[config.mk]
export PLATFORM = sky130hd
export DESIGN_NAME = runner_game_core
export DESIGN_NICKNAME = d
export VERILOG_FILES = /design/src/rtl/runner_game_core.sv
export SDC_FILE = /design/constraint.sdc
export NUM_CORES = 1
export LEC_CHECK = 0
export BUFFER_PORTS_ARGS = -buffer_cell sky130_fd_sc_hd__buf_2
export CAP_MARGIN = 30
export CELL_PAD_IN_SITES_DETAIL_PLACEMENT = 1
export CELL_PAD_IN_SITES_GLOBAL_PLACEMENT = 2
export CORE_ASPECT_RATIO = 1.4
export CORE_MARGIN = 2
export CORE_UTILIZATION = 37
export CTS_BUF_LIST = sky130_fd_sc_hd__clkbuf_16
export CTS_CLUSTER_DIAMETER = 100
export CTS_CLUSTER_SIZE = 24
export DETAILED_ROUTE_END_ITERATION = 12
export PLACE_DENSITY_LB_ADDON = 0.1
export SETUP_SLACK_MARGIN = 0.1
export SLEW_MARGIN = 25
export SYNTH_ARGS = -nofsm -noshare
export SYNTH_HDL_FRONTEND = slang
export SYNTH_SLANG_ARGS = --single-unit
[constraint.sdc]
create_clock -name clock -period 4.9 [get_ports clock]
set_clock_uncertainty 0.15 [all_clocks]
set_input_delay 0 -clock clock [delete_from_list [all_inputs] [get_ports clock]]
set_output_delay 0 -clock clock [all_outputs]
set_load 0.02 [all_outputs]
[src/rtl/runner_game_core.sv]
// -----------------------------------------------------------------------------
// runner_game_core
//
// Core of a side-scrolling runner game. The player box sits at a fixed column
// and can jump. Obstacles scroll in from the right edge. When an obstacle leaves
// on the left it respawns at a pseudo-random offset past the right edge, and the
// score counts one. When the player box and an obstacle box overlap, the game
// ends. Game state changes only on frame strobes. The pixel colour for the
// current beam position is produced every clock.
//
// Ports:
//   clock      system clock
//   reset      asynchronous active-high reset
//   tick       one-clock frame strobe; all game state advances on it
//   jump       jump request (level)
//   start      start / restart request (level)
//   x, y       current pixel column / row
//   red        pixel red   (5 bits), registered, one clock after x/y
//   green      pixel green (6 bits), registered, one clock after x/y
//   blue       pixel blue  (5 bits), registered, one clock after x/y
//   player_y   row of the player's bottom edge
//   score      obstacles cleared, saturating
//   game_over  high while the game sits in the OVER state
// -----------------------------------------------------------------------------
module runner_game_core #(
    parameter int SCREEN_W = 480,
    parameter int SCREEN_H = 272,
    parameter int PLAYER_X = 40,
    parameter int PLAYER_W = 20,
    parameter int PLAYER_H = 20,
    parameter int GROUND_Y = 180,
    parameter int N_OBST   = 3,
    parameter int OBST_W   = 10,
    parameter int OBST_H   = 20,
    parameter int OBST_GAP = 160,
    parameter int SPEED    = 2,
    parameter int JUMP_V0  = 8,
    parameter int GRAVITY  = 1,
    parameter int SCORE_W  = 16
) (
    input  logic               clock,
    input  logic               reset,
    input  logic               tick,
    input  logic               jump,
    input  logic               start,
    input  logic [8:0]         x,
    input  logic [8:0]         y,
    output logic [4:0]         red,
    output logic [5:0]         green,
    output logic [4:0]         blue,
    output logic [8:0]         player_y,
    output logic [SCORE_W-1:0] score,
    output logic               game_over
);

    // All geometry comparisons use a 12-bit working width. This leaves
    // headroom for sums such as ox + OBST_W, so no result wraps.
    localparam int CW = 12;

    localparam logic [CW-1:0] C_SCREEN_W = CW'(SCREEN_W);
    localparam logic [CW-1:0] C_SCREEN_H = CW'(SCREEN_H);
    localparam logic [CW-1:0] C_PX_L     = CW'(PLAYER_X);
    localparam logic [CW-1:0] C_PX_R     = CW'(PLAYER_X + PLAYER_W);
    localparam logic [CW-1:0] C_PLAYER_H = CW'(PLAYER_H);
    localparam logic [CW-1:0] C_GROUND_Y = CW'(GROUND_Y);
    localparam logic [CW-1:0] C_OBST_W   = CW'(OBST_W);
    localparam logic [CW-1:0] C_OBST_TOP = CW'(GROUND_Y - OBST_H);

    localparam logic [8:0]        GROUND_9   = 9'(GROUND_Y);
    localparam logic [9:0]        SPEED_10   = 10'(SPEED);
    localparam logic [9:0]        SCREEN_10  = 10'(SCREEN_W);
    localparam logic signed [7:0] V0         = 8'(JUMP_V0);
    localparam logic signed [7:0] GRAV       = 8'(GRAVITY);

    typedef enum logic [1:0] {
        IDLE,
        RUN,
        OVER
    } state_t;

    state_t               state, state_next;
    logic [8:0]           py, py_next;
    logic signed [7:0]    vy, vy_next;
    logic [SCORE_W-1:0]   score_q, score_next;
    logic [9:0]           ox      [N_OBST];
    logic [9:0]           ox_next [N_OBST];
    logic [7:0]           lfsr, lfsr_next;

    // Candidate values for a RUN tick, computed whatever the current state.
    logic [8:0]           run_py;
    logic signed [7:0]    run_vy;
    logic signed [CW-1:0] py_sum;
    logic [9:0]           run_ox  [N_OBST];
    logic [3:0]           hits;
    logic [SCORE_W:0]     score_sum;
    logic [SCORE_W-1:0]   run_score;
    logic                 collide;

    logic [4:0]           pix_r;
    logic [5:0]           pix_g;
    logic [4:0]           pix_b;

    // Starting column of slot i, used both on reset and on (re)start.
    function automatic logic [9:0] slot_home(input int i);
        return 10'(SCREEN_W + i * OBST_GAP);
    endfunction

    // Respawn offset for slot i. This is the LFSR rotated left by the slot
    // index, reduced to 0..127, so that slots respawning on the same frame
    // do not stack on top of each other.
    function automatic logic [9:0] respawn_offset(input logic [7:0] v, input int i);
        logic [15:0] both;
        logic [9:0]  rot;
        both = {v, v} << i;
        rot  = {2'b00, both[15:8]};
        return rot & 10'h07F;
    endfunction

    // Galois-free Fibonacci LFSR for x^8+x^6+x^5+x^4+1. It steps on every
    // frame in every state, so each time the game restarts the respawn
    // pattern continues from a different point.
    always_comb begin
        lfsr_next = {lfsr[6:0], lfsr[7] ^ lfsr[5] ^ lfsr[4] ^ lfsr[3]};
    end

    // Player vertical motion. A jump can only start from rest on the ground.
    // On the start frame the height is unchanged and only the upward speed
    // is loaded. When the player reaches or passes the ground line, the
    // height is pinned to the ground and the speed is cleared.
    always_comb begin
        py_sum = $signed({3'b000, py}) + $signed({{4{vy[7]}}, vy});
        run_py = py;
        run_vy = vy;
        if (py == GROUND_9 && vy == 8'sd0 && jump) begin
            run_vy = -V0;
        end else if (py_sum >= $signed(C_GROUND_Y)) begin
            run_py = GROUND_9;
            run_vy = 8'sd0;
        end else begin
            run_py = py_sum[8:0];
            run_vy = vy + GRAV;
        end
    end

    // Obstacle scroll and respawn. The respawn test looks at the position
    // before this frame's move. Every slot that respawns adds one point.
    // The score saturates instead of wrapping to zero.
    always_comb begin
        hits = 4'd0;
        for (int i = 0; i < N_OBST; i++) begin
            if (ox[i] <= SPEED_10) begin
                run_ox[i] = SCREEN_10 + respawn_offset(lfsr, i);
                hits      = hits + 4'd1;
            end else begin
                run_ox[i] = ox[i] - SPEED_10;
            end
        end
        score_sum = {1'b0, score_q} + (SCORE_W + 1)'(hits);
        run_score = score_sum[SCORE_W] ? {SCORE_W{1'b1}} : score_sum[SCORE_W-1:0];
    end

    // Strict overlap between the player box and any obstacle box, using the
    // positions after this frame's move. Boxes whose edges only touch do not
    // collide. The player-top test is rearranged as py < GROUND_Y + PLAYER_H,
    // so no subtraction can go negative.
    always_comb begin
        collide = 1'b0;
        for (int i = 0; i < N_OBST; i++) begin
            if ((CW'(run_ox[i]) < C_PX_R) &&
                (CW'(run_ox[i]) + C_OBST_W > C_PX_L) &&
                (CW'(run_py) < C_GROUND_Y + C_PLAYER_H) &&
                (CW'(run_py) > C_OBST_TOP)) begin
                collide = 1'b1;
            end
        end
    end

    // Next-state and next-value selection. IDLE and OVER hold everything
    // until a start request. A start request reloads the starting layout.
    // In RUN the candidate values are taken, and the state moves to OVER on
    // the frame where a collision is detected. The score from that frame is
    // kept.
    always_comb begin
        state_next = state;
        py_next    = py;
        vy_next    = vy;
        score_next = score_q;
        ox_next    = ox;
        case (state)
            IDLE, OVER: begin
                if (start) begin
                    state_next = RUN;
                    py_next    = GROUND_9;
                    vy_next    = 8'sd0;
                    score_next = '0;
                    for (int i = 0; i < N_OBST; i++) begin
                        ox_next[i] = slot_home(i);
                    end
                end
            end
            RUN: begin
                py_next    = run_py;
                vy_next    = run_vy;
                score_next = run_score;
                ox_next    = run_ox;
                if (collide) begin
                    state_next = OVER;
                end
            end
            default: state_next = IDLE;
        endcase
    end

    // Game state register. The asynchronous reset restores the starting
    // layout immediately, even in the middle of a jump. Otherwise state
    // changes only on a frame strobe.
    always_ff @(posedge clock or posedge reset) begin
        if (reset) begin
            state   <= IDLE;
            py      <= GROUND_9;
            vy      <= 8'sd0;
            score_q <= '0;
            lfsr    <= 8'hA5;
            for (int i = 0; i < N_OBST; i++) begin
                ox[i] <= slot_home(i);
            end
        end else if (tick) begin
            state   <= state_next;
            py      <= py_next;
            vy      <= vy_next;
            score_q <= score_next;
            lfsr    <= lfsr_next;
            ox      <= ox_next;
        end
    end

    // Pixel colour, highest priority first: player, obstacle, ground, sky.
    // Anything outside the visible area is forced to black. Without that,
    // respawned obstacles sitting past the right edge would be drawn there.
    always_comb begin
        logic on_player;
        logic on_obst;
        pix_r     = 5'd0;
        pix_g     = 6'd0;
        pix_b     = 5'd0;
        on_player = (CW'(x) >= C_PX_L) && (CW'(x) < C_PX_R) &&
                    (CW'(y) + C_PLAYER_H >= CW'(py)) && (CW'(y) < CW'(py));
        on_obst   = 1'b0;
        for (int i = 0; i < N_OBST; i++) begin
            if ((CW'(x) >= CW'(ox[i])) && (CW'(x) < CW'(ox[i]) + C_OBST_W) &&
                (CW'(y) >= C_OBST_TOP) && (CW'(y) < C_GROUND_Y)) begin
                on_obst = 1'b1;
            end
        end
        if ((CW'(x) >= C_SCREEN_W) || (CW'(y) >= C_SCREEN_H)) begin
            pix_r = 5'd0;
        end else if (on_player) begin
            if (state == OVER) begin
                pix_r = 5'd31;
            end else begin
                pix_b = 5'd31;
            end
        end else if (on_obst) begin
            pix_g = 6'd40;
        end else if (CW'(y) >= C_GROUND_Y) begin
            pix_g = 6'd63;
        end else begin
            pix_g = 6'd30;
            pix_b = 5'd20;
        end
    end

    // Colour output register. It updates every clock, so the colour appears
    // one clock after the beam position.
    always_ff @(posedge clock or posedge reset) begin
        if (reset) begin
            red   <= 5'd0;
            green <= 6'd0;
            blue  <= 5'd0;
        end else begin
            red   <= pix_r;
            green <= pix_g;
            blue  <= pix_b;
        end
    end

    assign player_y  = py;
    assign score     = score_q;
    assign game_over = (state == OVER);

endmodule

Word level (Yosys, flattened, before mapping) --
Index checks and enable logic that the tools add are counted.
Word-level totals: memory bits (read-only) 0, memories kept 0, logic and storage cells 134, bits of input ports 23, memory bits (writable) 0, bits in latches 0, register bits after elaboration 89, output and inout port bits 42
Operators by class: bitwise operators 3, $add $sub $neg 18, divide/modulo/power cells 0, muxes and demuxes 40, reduce and logical (&&, ||, !) cells 30, multipliers 0, eq/ne operators 5, shift operators 0, $lt $le $gt $ge 27
Operators by type and width (number):
- $add 10x4->11 const B | 6
- $pmux 30 s2 | 1
- $mux 5 | 8
- $gt 11x6->1 const B | 3
- $lt 9x11->1 | 3
- $mux 16 | 2
- $pmux 16 s2 | 1
- $add 9x7->10 const A | 3
- $ge 9x10->1 | 3
- $le 10x2->1 const B | 3
- $lt 10x6->1 const B | 3
- $mux 10 | 3
- $mux 30 | 1
- $sub 10x2->10 const B | 3
- $mux 9 | 3
- $mux 6 | 4
- $mux 8 | 3
- $logic_and 1x1->1 | 23
- $ge 9x8->1 const B | 2
- $ge 9x9->1 const B | 2
- $lt 9x8->1 const B | 2
- $pmux 9 s2 | 1
- $add 16x4->17 | 1
- $pmux 8 s2 | 1
- 25 further kinds | 38

Longest topological paths before layout --
depth after elaboration 12, mapped depth 18, gate-level depth less buffers 16

Least setup slack after synthesis --
OpenSTA, ideal clock, no wires.
path kind reg-to-reg, from register ox[11] (netlist name), to register score_q[3] (netlist: score[3]), slack 825 ps, library setup time 121 ps, cell stages (with the launch flop) 18, period minus slack after synthesis 4075 ps, arrival 3804 ps, path buffers 3, cell sequence dfrtp_1 -> clkbuf_1 -> a211oi_1 -> and3_1 -> clkinv_1 -> clkbuf_1 -> ha_1 -> xnor2_1 -> ha_1 -> fa_1 -> a21oi_1 -> nor2_1 -> and3_1 -> nand4_1 -> or3_1 -> clkbuf_1 -> o21ai_0 -> a22o_1
Between the ends: word-level cells in the longest chain between the ends 7
RTL lines:
- start, declared | RTL line 85 | logic [9:0] ox [N_OBST];
- start signal, assigned by index | RTL line 225 | ox[i] <= slot_home(i);
- start signal, assigned | RTL line 233 | ox <= ox_next;
- $le 10x2->1 (*) | RTL line 151 | if (ox[i] <= SPEED_10) begin
- $mux 4 (*) | RTL line 151
- $add 4x1->4 | RTL line 153 | hits = hits + 4'd1;
- $mux 4 (*) | RTL line 151
- $add 16x4->17 (*) | RTL line 158 | score_sum = {1'b0, score_q} + (SCORE_W + 1)'(hits);
- $mux 16 (*) | RTL line 159 | run_score = score_sum[SCORE_W] ? {SCORE_W{1'b1}} : score_sum[SCORE_W-1:0];
- $pmux 16 s2 (*) | RTL line 189 | case (state)
- end signal, assigned | RTL line 231 | score_q <= score_next;
- end, declared | RTL line 84 | logic [SCORE_W-1:0] score_q, score_next;
Every way passes the cells marked *; elsewhere a longest branch is shown, timed or not. A chain may end at the register's enable or synchronous reset.

Final worst setup path --
Ends and elaborated chain as after synthesis.

==> results.cfg <==
[clocking]
cts_sinks = 80
insertion_delay_ns = 0.35
cts_tree = built
htree_levels = 3
clock_path_buffers = 2
clockRootBuffer = clkbuf_16
numCtsBuffers = 9
cts.repair.resized = 0
path_clk_slew_ns = 0.07

[synth]
yosys_warnings = 0
syn_area_per_cell_um2 = 8.488
synthArstFlopShare_pct = 100.0
synthCells = 869
synth_cell_types = 77
yosys-top-cells-area = dfrtp_1 (21%), ha_1 (16%), dfstp_2 (6.1%)
synth_edf_count = 0
netlist.area_leader.share_pct = 21.37
synthFlopType = dfrtp_1
synth_area_um2 = 7376
synth_area_leader_cell = dfrtp_1
ys_seq_area_share_pct = 27.43
synth-seq-cells = 80
synthesis.nets = 990

[floorplanning]
die_area_um2 = 21100
die_h_um = 171.1
initial_utilization_pct = 37.46
num_rows = 61
ios = 65
die_x_um = 123.3
core_um2 = 19690

[sta]
hold_viol = 0
setup_tns_ns = 0
slew_viol_final = 0
worst_pin_slew_ns = 0.8601
finalWorstSetupSlack_ns = 0.6605
slew_headroom_pct = 42.65
hold_ws_ns = 0.09845
rsz0062_at_grt = no
finalCritPeriodShare_pct = 86.52
period_needed_ns = 4.239
max_freq_mhz = 235.9
setup_violations = 0

[route]
routed_wl_um = 23520
ant_nets = 0
routed-via-count = 6809
drt_iter0_drc = 204
avgRoutedWirePerCell_um = 20.07
avgViaCountPerCell = 5.810
firstDrtPassIters = 4
route.detailed.drc = 0

[layout]
drive_gt1_share_pct = 14.24
diodes = 0
final_util_pct = 41.74
num-nets-final = 1036
area_delta_synth_final_pct = 11.43

[pwr]
vdd_drop_max_mv = 0.3992
powerDensity_nw_per_um2 = 537.8
leakage_nw = 3.786
power.total_mw = 4.421

[setup_path]
required_ns = 5.00
cp-end-kind = flip-flop
worstSetupStartpoint = ox[11]$_DFFE_PP0P_
rr_startpoint = ox[11]$_DFFE_PP0P_
start_kind = flip-flop
worstPathArrival_ns = 4.34
path_class = reg -> reg
crit_fanout = 10

[global_route]
grt_pass1_wl_um = 37750
grt_max_degree = 44
grt_pass1_vias = 7095
antenna_found_initial = 0
track_usage_pct = 23.01
grt_overflow = 0

[placed_design]
globalplace.congestion = 0.8292
port_buffers = 64
place_ws_ns = 0.6676
dpl.hpwl_um = 18190

[run_status]
outcome = completed

[min_path]
min-delay-start = x[7]
min_path_type = in -> reg

[run]
cap_violations = 0
where the power goes:
part           switching, mW  leakage, nW  internal, mW
sequential             0.344         1.01         0.863
combinational           1.47         2.64          1.05
clock                  0.300        0.142         0.391
placed cells by master (no fill, tap or decap), types with 8 or more instances in the layout:
cell type and count:
dfrtp_1 63, nand4_1 9, nor3_1 20, ha_1 96, nand2b_1 14, and3_1 11, o2111ai_1 8, a22o_1 13
clkbuf_16 9, mux2i_1 8, a21oi_1 65, dfstp_2 17, xnor2_1 35, xor2_1 10, buf_2 64, nand2_1 64
o22ai_1 16, nor2_1 49, nand3_1 27, o21a_1 10, nor2b_1 11, a31oi_1 12, nor4_1 16, a21o_1 13
inv_1 54, o21ai_0 80
cell type report:
class	instances	area (µm²)
tap	252	315.3
multi-input combinational	688	4925
inverter	58	219.0
sequential	80	2023
clock buffer	9	225.2
fill	2373	11470
clock inverter	7	63.81
timing repair buffer	78	447.9
flip-flops by register name, summed over array words and instances, names as in the netlist:
| register | cells |
|---|---|
| lfsr | 8 |
| vy | 8 |
| score | 16 |
| red | 1 |
| green | 4 |
| ox | 30 |
| blue | 2 |
| state | 2 |
| player_y | 9 |
cell usage after synthesis, types with 4 or more instances:
cell type	instances
nor2_1	49
ha_1	96
nand4_1	9
a22o_1	13
a211oi_1	7
and2_1	4
dfrtp_1	63
buf_4	9
nand3_1	27
a31oi_1	12
o22ai_1	16
xnor2_1	35
nor3_1	20
a21o_1	13
xor2_1	10
dfstp_2	17
o21ai_0	81
nor4_1	16
buf_2	5
and3_1	11
mux2i_1	8
o211ai_1	4
o31ai_1	5
or4_1	4
nand2b_1	14
o2111ai_1	8
nor3b_1	4
mux2_2	4
a21oi_1	65
inv_1	54
clkbuf_1	26
o22a_1	4
o21a_1	11
or3_1	5
nor2b_1	11
nand2_1	64
timing repair:
action,in CTS,in global routing
hold endpoints to repair,42,0
setup buffers,0,0
hold buffers,6,0
path summary, 6_finish.rpt:
path / endpoint / slack [ns] / depth (start not counted)
worst max register to register: score[3]$_DFFE_PP0P_ / 0.66 / 14
worst min-delay path: green[3]$_DFF_PP0_ / 0.1 / 3
worst min register to register: score[12]$_DFFE_PP0P_ / 0.38 / 1
min in group asynchronous: score[8]$_DFFE_PP0P_ / 0.15 / 3
max in group asynchronous: state[1]$_DFFE_PP0P_ / 3.35 / 4
worst max-delay path: score[3]$_DFFE_PP0P_ / 0.66 / 14
cell families after synthesis:
| logic type | Yosys count | share of synthesized area (%) |
|---|---|---|
| AOI/OAI and AO/OA | 279 | 24.78 |
| xor gates and xnor gates | 45 | 5.343 |
| adders and majority gates | 98 | 16.83 |
| buffers and inverters | 101 | 5.886 |
| DFF | 80 | 27.43 |
| muxes | 12 | 1.696 |
| and+or+nand+nor | 254 | 18.03 |
layer usage:
metal  GRT usage, %  vias to the layer above  wire (µm)
met5              0                        -          0
met4          7.806                        0        542
met3          2.533                       33        521
met2          40.68                      100      12070
met1          28.70                     3383      10390
li1               -                     3293          -
per-stage QoR:
step / cell area (µm²) / instances
finish: 8219 / 1172
global route: 8219 / 1172
CTS: 8219 / 1172
detailed placement: 7870 / 1150
global placement: 7854 / 1149
floorplan: 7376 / 869
worst max-delay path, cell delays in order (launching register included):
cell and delay, ns:
dfrtp_1 0.49, a211oi_1 0.51, and3_1 0.37, clkinv_1 0.14, ha_1 0.32, xnor2_1 0.14
ha_1 0.22, fa_1 0.41, a21oi_1 0.26, nor2_1 0.08, and3_1 0.22, nand4_1 0.17
or3_1 0.27, o21ai_0 0.14, a22o_1 0.24
No activity file was read; power rests on OpenSTA's default activity.
